$ cat config.mk
export PLATFORM = sky130hd
export DESIGN_NAME = adc_channel_mux
export DESIGN_NICKNAME = d
export VERILOG_FILES = /design/src/rtl/adc_channel_mux.sv
export SDC_FILE = /design/constraint.sdc
export NUM_CORES = 1
export LEC_CHECK = 0
export CORE_AREA = 4 4 370 372
export CTS_CLUSTER_SIZE = 8
export DETAILED_ROUTE_END_ITERATION = 8
export DIE_AREA = 0 0 374 376
export SLEW_MARGIN = 15
export SYNTH_ARGS = -nofsm -noshare
export SYNTH_HDL_FRONTEND = slang
export SYNTH_SLANG_ARGS = --single-unit
$ cat constraint.sdc
create_clock -name clk -period 3.1 [get_ports clk]
set_input_delay 0.62 -clock clk [delete_from_list [all_inputs] [get_ports clk]]
set_output_delay 0.62 -clock clk [all_outputs]
set_load 0.02 [all_outputs]
$ cat src/rtl/adc_channel_mux.sv
// Two-lane ADC channel selector with fixed or round-robin scan selection and a one-deep output register.
// Optional dropped-frame reporting (ovf / drop_cnt) is built only when ADC_CHANNEL_MUX_OVF_EN is defined.

module adc_channel_mux_lane #(
  parameter int N_CH  = 24,
  parameter int DW    = 18,
  parameter int SEL_W = 6,
  parameter int LANE  = 0
) (
  input  logic [2*N_CH*DW-1:0] frame,
  input  logic [SEL_W-1:0]     ch,
  output logic [DW-1:0]        sample
);
  always_comb begin
    sample = '0;
    for (int k = 1; k <= N_CH; k++)
      if (ch == SEL_W'(k)) sample = frame[(2*k-2+LANE)*DW +: DW];
  end
endmodule

module adc_channel_mux #(
  parameter int N_CH  = 24,
  parameter int DW    = 18,
  parameter int SEL_W = 6
) (
  input  logic                 clk,
  input  logic                 rst,
  input  logic [2*N_CH*DW-1:0] data_in,
  input  logic                 in_valid,
  output logic                 in_ready,
  input  logic [SEL_W-1:0]     sel_a,
  input  logic [SEL_W-1:0]     sel_b,
  input  logic                 scan_mode,
  output logic [DW-1:0]        data_out_a,
  output logic [DW-1:0]        data_out_b,
  output logic [SEL_W-1:0]     ch_a,
  output logic [SEL_W-1:0]     ch_b,
  output logic                 out_valid,
  input  logic                 out_ready,
  output logic                 ovf,
  output logic [15:0]          drop_cnt,
  input  logic                 ovf_clr
);
  localparam logic [SEL_W-1:0] CH_ONE  = SEL_W'(1);
  localparam logic [SEL_W-1:0] CH_LAST = SEL_W'(N_CH);

  // Out-of-range selects fold onto channel 1 so ch_a/ch_b always name a real channel.
  function automatic logic [SEL_W-1:0] map_sel(input logic [SEL_W-1:0] s);
    return (s == '0 || s > CH_LAST) ? CH_ONE : s;
  endfunction

  logic                      out_valid_q, out_valid_d;
  logic [1:0][DW-1:0]        data_q, data_d;
  logic [1:0][SEL_W-1:0]     ch_q, ch_d;
  logic [SEL_W-1:0]          scan_q, scan_d;
  logic [1:0][SEL_W-1:0]     sel_ch;
  logic [1:0][DW-1:0]        lane_data;
  logic                      accept;

  assign in_ready = !out_valid_q || out_ready;
  assign accept   = in_valid && in_ready;

  assign sel_ch[0] = scan_mode ? scan_q : map_sel(sel_a);
  assign sel_ch[1] = scan_mode ? scan_q : map_sel(sel_b);

  for (genvar l = 0; l < 2; l++) begin : g_lane
    adc_channel_mux_lane #(.N_CH(N_CH), .DW(DW), .SEL_W(SEL_W), .LANE(l)) u_lane (
      .frame  (data_in),
      .ch     (sel_ch[l]),
      .sample (lane_data[l])
    );
  end

  always_comb begin
    out_valid_d = out_valid_q;
    data_d      = data_q;
    ch_d        = ch_q;
    scan_d      = scan_q;
    if (accept) begin
      out_valid_d = 1'b1;
      data_d      = lane_data;
      ch_d        = sel_ch;
    end else if (out_ready) begin
      out_valid_d = 1'b0;
    end
    if (!scan_mode)  scan_d = CH_ONE;
    else if (accept) scan_d = (scan_q == CH_LAST) ? CH_ONE : scan_q + CH_ONE;
  end

  always_ff @(posedge clk) begin
    if (rst) begin
      out_valid_q <= 1'b0;
      data_q      <= '0;
      ch_q        <= {CH_ONE, CH_ONE};
      scan_q      <= CH_ONE;
    end else begin
      out_valid_q <= out_valid_d;
      data_q      <= data_d;
      ch_q        <= ch_d;
      scan_q      <= scan_d;
    end
  end

  assign out_valid  = out_valid_q;
  assign data_out_a = data_q[0];
  assign data_out_b = data_q[1];
  assign ch_a       = ch_q[0];
  assign ch_b       = ch_q[1];

`ifdef ADC_CHANNEL_MUX_OVF_EN
  logic        ovf_q, ovf_d;
  logic [15:0] cnt_q, cnt_d;
  logic        drop;

  assign drop = in_valid && !in_ready;

  // A drop coinciding with a clear counts as the first drop after the clear.
  always_comb begin
    ovf_d = ovf_q;
    cnt_d = cnt_q;
    if (drop) begin
      ovf_d = 1'b1;
      if (ovf_clr)               cnt_d = 16'd1;
      else if (cnt_q != 16'hFFFF) cnt_d = cnt_q + 16'd1;
    end else if (ovf_clr) begin
      ovf_d = 1'b0;
      cnt_d = '0;
    end
  end

  always_ff @(posedge clk) begin
    if (rst) begin
      ovf_q <= 1'b0;
      cnt_q <= '0;
    end else begin
      ovf_q <= ovf_d;
      cnt_q <= cnt_d;
    end
  end

  assign ovf      = ovf_q;
  assign drop_cnt = cnt_q;
`else
  logic unused_ovf_clr;
  assign unused_ovf_clr = ovf_clr;
  assign ovf            = 1'b0;
  assign drop_cnt       = '0;
`endif

endmodule

== Word-level counts from Yosys, hierarchy flattened ==
Index checks and enable logic that the tools add are counted.

* Logic and storage cells: 123
* Bits in registers: 55
* Input bits: 882
* Output and inout bits: 67

* Reductions and logical operators: 9
* Equality and inequality tests: 49
* Multiplexer cells: 55
* Bitwise gates (word level): 1
* Add/subtract/negate cells: 1
* $lt $le $gt $ge: 2

{| class="wikitable"
|+ Operators with widths
! operator !! number
|-
| 2-to-1 mux 18 bit || 48
|-
| equality test 6 x 5 -> 1 bit, second input constant || 19
|-
| equality test 6 x 4 -> 1 bit, second input constant || 16
|-
| equality test 6 x 3 -> 1 bit, second input constant || 8
|-
| 2-to-1 mux 6 bit || 5
|-
| equality test 6 x 2 -> 1 bit, second input constant || 4
|-
| equality test 6 x 1 -> 1 bit, second input constant || 2
|-
| greater-than comparator 6 x 5 -> 1 bit, second input constant || 2
|-
| zero test 6 bit || 2
|-
| adder 6 x 1 -> 6 bit, second input constant || 1
|-
| logical OR 1 bit || 3
|-
| 2-to-1 mux 1 bit || 2
|-
| nonzero test 2 bit || 1
|-
| OR reduction 2 bit || 1
|-
| logical AND 1 bit || 1
|-
| zero test 1 bit || 1
|-
| inverter 1 bit || 1
|}

== Longest topological paths before layout ==
Gate-level depths: netlist (run 1).

* Depth in word-level cells: 29
* Depth in mapped cells: 14
* Mapped depth without buffers: 8

== Hierarchy ==
Synthesis (run 1) repeated with hierarchy kept, for this count alone.

* Cells, all modules: 1648
* Area total of the unflattened synthesis: 11877.6 µm²

{| class="wikitable"
|+ By module, submodules not included
! module !! seq. area each (µm²) !! area an instance (µm²) !! instances !! cells each
|-
| adc_channel_mux_lane || 0.0 || 4665.7 || 2 || 670
|-
| adc_channel_mux || 1101.1 || 2546.2 || 1 || 308
|}

== Worst setup path after synthesis (run 1) ==
Ideal clock, no wire load.

* Path kind: input port to flip-flop
* From: input sel_a[4]
* To: register data_q, in the netlist data_out_a[7]
* Arrival time: 2.800 ns
* Path slack: 0.178 ns
* Cell stages on the path: 11
* Setup time: 0.122 ns
* Buffers on the path: 3
* Required time: 2.978 ns
* Cells stage by stage: buf_2 or4b_4 and2_1 buf_6 nor3_4 nand2_1 buf_2 o22ai_1 nor3_1 a41o_1 a221o_1

* Word-level cells in the longest chain between the ends: 29
* Elaborated cells between the ends (all ways): 53
* Those cells by class: order compare: 1; eq/ne: 24; mux: 26; reduce/logical: 2

{| class="wikitable"
|+ Ends and longest elaborated chain
! element !! line !! text
|-
| start, declared || 31 || <nowiki>input logic [SEL_W-1:0] sel_a,</nowiki>
|-
| greater-than comparator 6 x 5 -> 1 bit / zero test 6 bit (equally long branches) || 49 || <nowiki>return (s == '0 || s > CH_LAST) ? CH_ONE : s;</nowiki>
|-
| logical OR 1 bit || 49 ||
|-
| 2-to-1 mux 6 bit (*) || 49 ||
|-
| 2-to-1 mux 6 bit (*) || 63 || <nowiki>assign sel_ch[0] = scan_mode ? scan_q : map_sel(sel_a);</nowiki>
|-
| equality test 6 x 1 -> 1 bit || 17 || <nowiki>if (ch == SEL_W'(k)) sample = frame[(2*k-2+LANE)*DW +: DW];</nowiki>
|-
| 2-to-1 mux 18 bit (23 in series) || 17 ||
|-
| 2-to-1 mux 18 bit (*) || 17 ||
|-
| end signal, assigned || 98 || <nowiki>data_q <= data_d;</nowiki>
|-
| end, declared || 53 || <nowiki>logic [1:0][DW-1:0] data_q, data_d;</nowiki>
|}

Every way passes the cells marked *; elsewhere a longest branch is shown, timed or not.
A chain may end at the register's enable or synchronous reset.

== Worst setup path in the final report (run 1) ==
* From: input scan_mode
* To: register data_q, in the netlist data_out_a[0]

* Word-level cells in the longest chain between the ends: 26
* Elaborated cells between the ends (all ways): 49
* Those cells by class: eq/ne: 24; mux: 25

{| class="wikitable"
|+ Ends and longest elaborated chain
! element !! line !! text
|-
| start, declared || 33 || <nowiki>input logic scan_mode,</nowiki>
|-
| 2-to-1 mux 6 bit (*) || 63 ||
|-
| equality test 6 x 1 -> 1 bit || 17 ||
|-
| 2-to-1 mux 18 bit (23 in series) || 17 ||
|-
| 2-to-1 mux 18 bit (*) || 17 ||
|}

Marks and branches as above.

==> impl_summary.txt, run 1 <==
----------------------------------------------------
[Outcome]
  Status ... finished with violations
  Violated checks ... negative setup slack

[Logic synthesis]
  Leading post-synthesis cells by instance count ... 149 x nor2_1, 119 x nand2_1, 101 x o21ai_0
  Most frequently used cell type in the post-synthesis netlist ... nor2_1
  Synth Area per Inst ... 6.95 um^2
  Netlist area before placement ... 10300 um^2
  Leading register cell type out of synthesis ... dfxtp_1
  Fraction of registers with async set or reset after synthesis ... 0%
  Share of the synthesized area in compound gates (AO/OA/AOI/OAI) ... 51.8%
  Proportion of netlist area held by the largest area contributor ... around 11%
  Cell count after synthesis ... between 1000 and 1500
  Warnings, synthesis ... 0
  Proportion of synthesized chip area in sequential cells ... 10.7%
  Top post-synthesis cells by area ... dfxtp_1 11%, o22ai_1 5.6%, nor2_1 5.4%, o21ai_0 4.9%, a221oi_1 4.5%
  Combinational family with the most area after synthesis ... compound AO/OA/AOI/OAI gates
  Distinct cell type count after synthesis ... roughly 100
  Synthesized-area fraction occupied by adder cells ... 0.244%
  Count of flip-flops with a built-in enable after synthesis ... 0
  Simple-gate area share of the yosys netlist ... between 20% and 30%
  Post-synthesis sequential element count ... 55
  Xor/xnor share of the synthesized area ... 0.427%
  Post-synthesis cell type with the largest combined area ... dfxtp_1
  Multiplexer fraction of the synthesized cell area ... less than 1%

[STA]
  Final WS setup ... -0.0393 ns
  Final cycle utilization of the critical path ... 101%
  Fmax ... 319 MHz
  Count of final setup violators ... 4
  Setup repair after global routing missed its margin ... true
  Number of pins with negative max-slew slack in the final report ... 0
  Post-layout minimum cycle time ... 3.14 ns
  Clock Skews ... 0.0154 ns
  Transition time at the pin with the least slew margin ... between 0.7 and 0.8 ns
  Final hold viol count ... 0
  Max_slew headroom ... 52.2%

[Place]
  Count of input and output buffers ... 930
  Placement-stage worst setup slack ... -1.66 ns
  RePlAce Congestion ... 0.994
  HPWL reported at the end of detailed placement ... 136000 um

[Clocking]
  Maximum buffer depth of the clock tree ... 2
  CTS Sinks ... 55
  H-Tree Depth ... 2
  Latest clock arrival within the worst-skew pair ... roughly 0.37 ns
  Master cell of the clock root buffer ... clkbuf_16
  Post-CTS Hold Buffers ... 0
  Clock tree from TritonCTS ... built
  Number of CTS-inserted buffers ... 5
  Clock transition at path regs ... 0.12 ns

[Floorplanning]
  Row count ... 134
  Die boundary height ... around 380 um
  Initial Util ... ~7.7%
  Total I/O pin count ... 949
  Placeable core region ... 133000 um^2
  Die width ... approximately 370 um
  Area enclosed by the die boundary ... 141000 um^2

[Drt]
  Wire length after detailed routing ... roughly 150000 um
  DR vias ... 20282
  Vias per cell ... 4.37
  Number of iterations in the first detailed-routing pass ... 8
  Remaining antenna violation count ... 0
  Detailed router's first-iteration violation count ... slightly below 2000
  Post-route DRC violation count ... 0
  Wire length per cell ... 33.2 um

[Setup path]
  Critical path data arrival time ... around 3.4 ns
  Required time at the endpoint of the critical path ... 3.35 ns
  Critical-path maximum fanout ... 7
  Type of element capturing the critical path ... flop
  Start-to-end type of the worst setup path ... primary input to flop
  Kind of start point of the critical path ... primary input

[Finish]
  Utilization after layout ... a little over a fifth
  Multi-input logic area ... 9670 um^2
  Sequential cell area in the final layout ... 1100 um^2
  Share of cells above drive strength 1 ... 29.9%
  Final Net Count ... 3740
  Area added between synthesis and finish ... 170%
  Number of inserted filler cells in the final layout ... 14919

[Power]
  Leakage power ... 0.0102 uW
  Final total power ... just over 5000 uW
  Total power divided by cell area ... 187 nW/um^2
  Peak VDD IR ... 0.000231 V

[Global route]
  Global-route wire length before repair ... 197000 um
  Number of antenna violations at the first check in global routing ... 53
  Number of global-route vias before repair ... 20525
  Total routing resource utilization after global routing ... 20.6%
  GRT Residual Overflow ... 0
  Largest net degree at the start of global routing ... 24

[Min path]
  Worst min-delay path category ... flop to flop

[Job]
  Maximum Capacitance Violations ... 0

----------------------------------------------------
[cells by family after synthesis]
| logic type | count (synthesis) |
|---|---|
| simple gates | 531 |
| buf+inv | 159 |
| mux | 9 |
| flops | 55 |
| xor+xnor | 5 |
| other cells | 1 |
| fa+ha+maj | 2 |
| compound gates | 715 |
[what timing repair did]
action / CTS / global route
endpoints found under the setup margin: 36 / 36
buffers inserted: 37 / 28
pin swaps: 61 / 74
gates resized for setup: 245 / 142
gates cloned: 2 / 0
[registers in the layout, indices dropped and copies added, names as in the netlist]
name / cells
scan_q: 6
ch_b: 6
data_out_a: 18
out_valid: 1
data_out_b: 18
ch_a: 6
[layout make-up]
class,instances,share of cell area (%)
Multi-Input combinational cell,1279,34.9
Timing Repair Buffer,1509,52.4
Clock buffer,6,0.501
Antenna cell,14,0.126
Sequential cell,55,3.98
Inverter,6,0.0812
Clock inverter,2,0.0586
Tap cell,1768,7.97
[cells in the final DEF, fill, tap and decap left out, drive strengths merged, types with 46 or more instances in the layout]
cell type / synthesis / routed
a22oi: 50 / 50
o22ai: 92 / 92
dfxtp: 55 / 55
nor3: 62 / 62
buf: 106 / 588
a221oi: 53 / 53
nand3: 46 / 46
clkdlybuf4s50: 0 / 916
o21ai: 110 / 110
nand2: 125 / 125
a21oi: 82 / 82
nor2: 157 / 157
[metrics by stage]
| step | instance area [um^2] | hold WS [ns] | std cells | setup TNS (ns) |
|---|---|---|---|---|
| after CTS | 26900 | 0.470 | 4604 | -0.149 |
| after detailed placement | 25500 | 0.453 | 4559 | -38.54 |
| after global placement | 25500 | 0.447 | 4559 | -38.87 |
| after floorplan | 10300 | 0.510 | 1493 | 0 |
| final | 27700 | 0.471 | 4639 | -0.0906 |
| after global routing | 27700 | 0.491 | 4637 | -0.457 |
[worst paths after layout]
path	startpoint	to	slack [ns]	depth (start not counted)
worst max-delay path	scan_mode	data_out_a[0]$_SDFFE_PP0P_	-0.04	17
worst min-delay path	ch_b[5]$_SDFFE_PP0P_	ch_b[5]$_SDFFE_PP0P_	0.47	2
worst max register to register	scan_q[4]$_SDFFE_PP0P_	data_out_a[0]$_SDFFE_PP0P_	-0.01	15
worst min register to register	ch_b[5]$_SDFFE_PP0P_	ch_b[5]$_SDFFE_PP0P_	0.47	2
[critical path: stages]
cell,delay [ns]
buf_8,0.10
buf_12,0.13
buf_6,0.13
and3b_2,0.23
buf_4,0.15
a31oi_1,0.20
buf_4,0.19
buf_4,0.12
nor4_4,0.05
buf_12,0.13
buf_12,0.14
buf_12,0.13
buf_4,0.13
a211oi_1,0.35
nand3_1,0.20
a21oi_2,0.24
a211oi_1,0.11
[power by group]
group / leakage (uW) / internal [uW] / total (uW) / switching (uW)
clock: 0.0000732 / 331 / 799 / 468
combinational: 0.00966 / 1920 / 3560 / 1640
sequential: 0.000454 / 767 / 820 / 53.5
[per-layer routing]
metal / global-route usage, % / wire, um / up-vias
li1: - / - / 8833
met1: 23.3 / 57500 / 10062
met2: 39.9 / 83000 / 1171
met3: 3.05 / 9050 / 208
met4: 5.20 / 4550 / 8
met5: 0 / 55 / -
No activity file was read; power rests on OpenSTA's default activity.
==> run 2, diff against run 1 <==
- HOLD_SLACK_MARGIN: not set -> 0.03
==> results of run 2 <==
Final layout, timing and power as in run 1 (identical DEF).
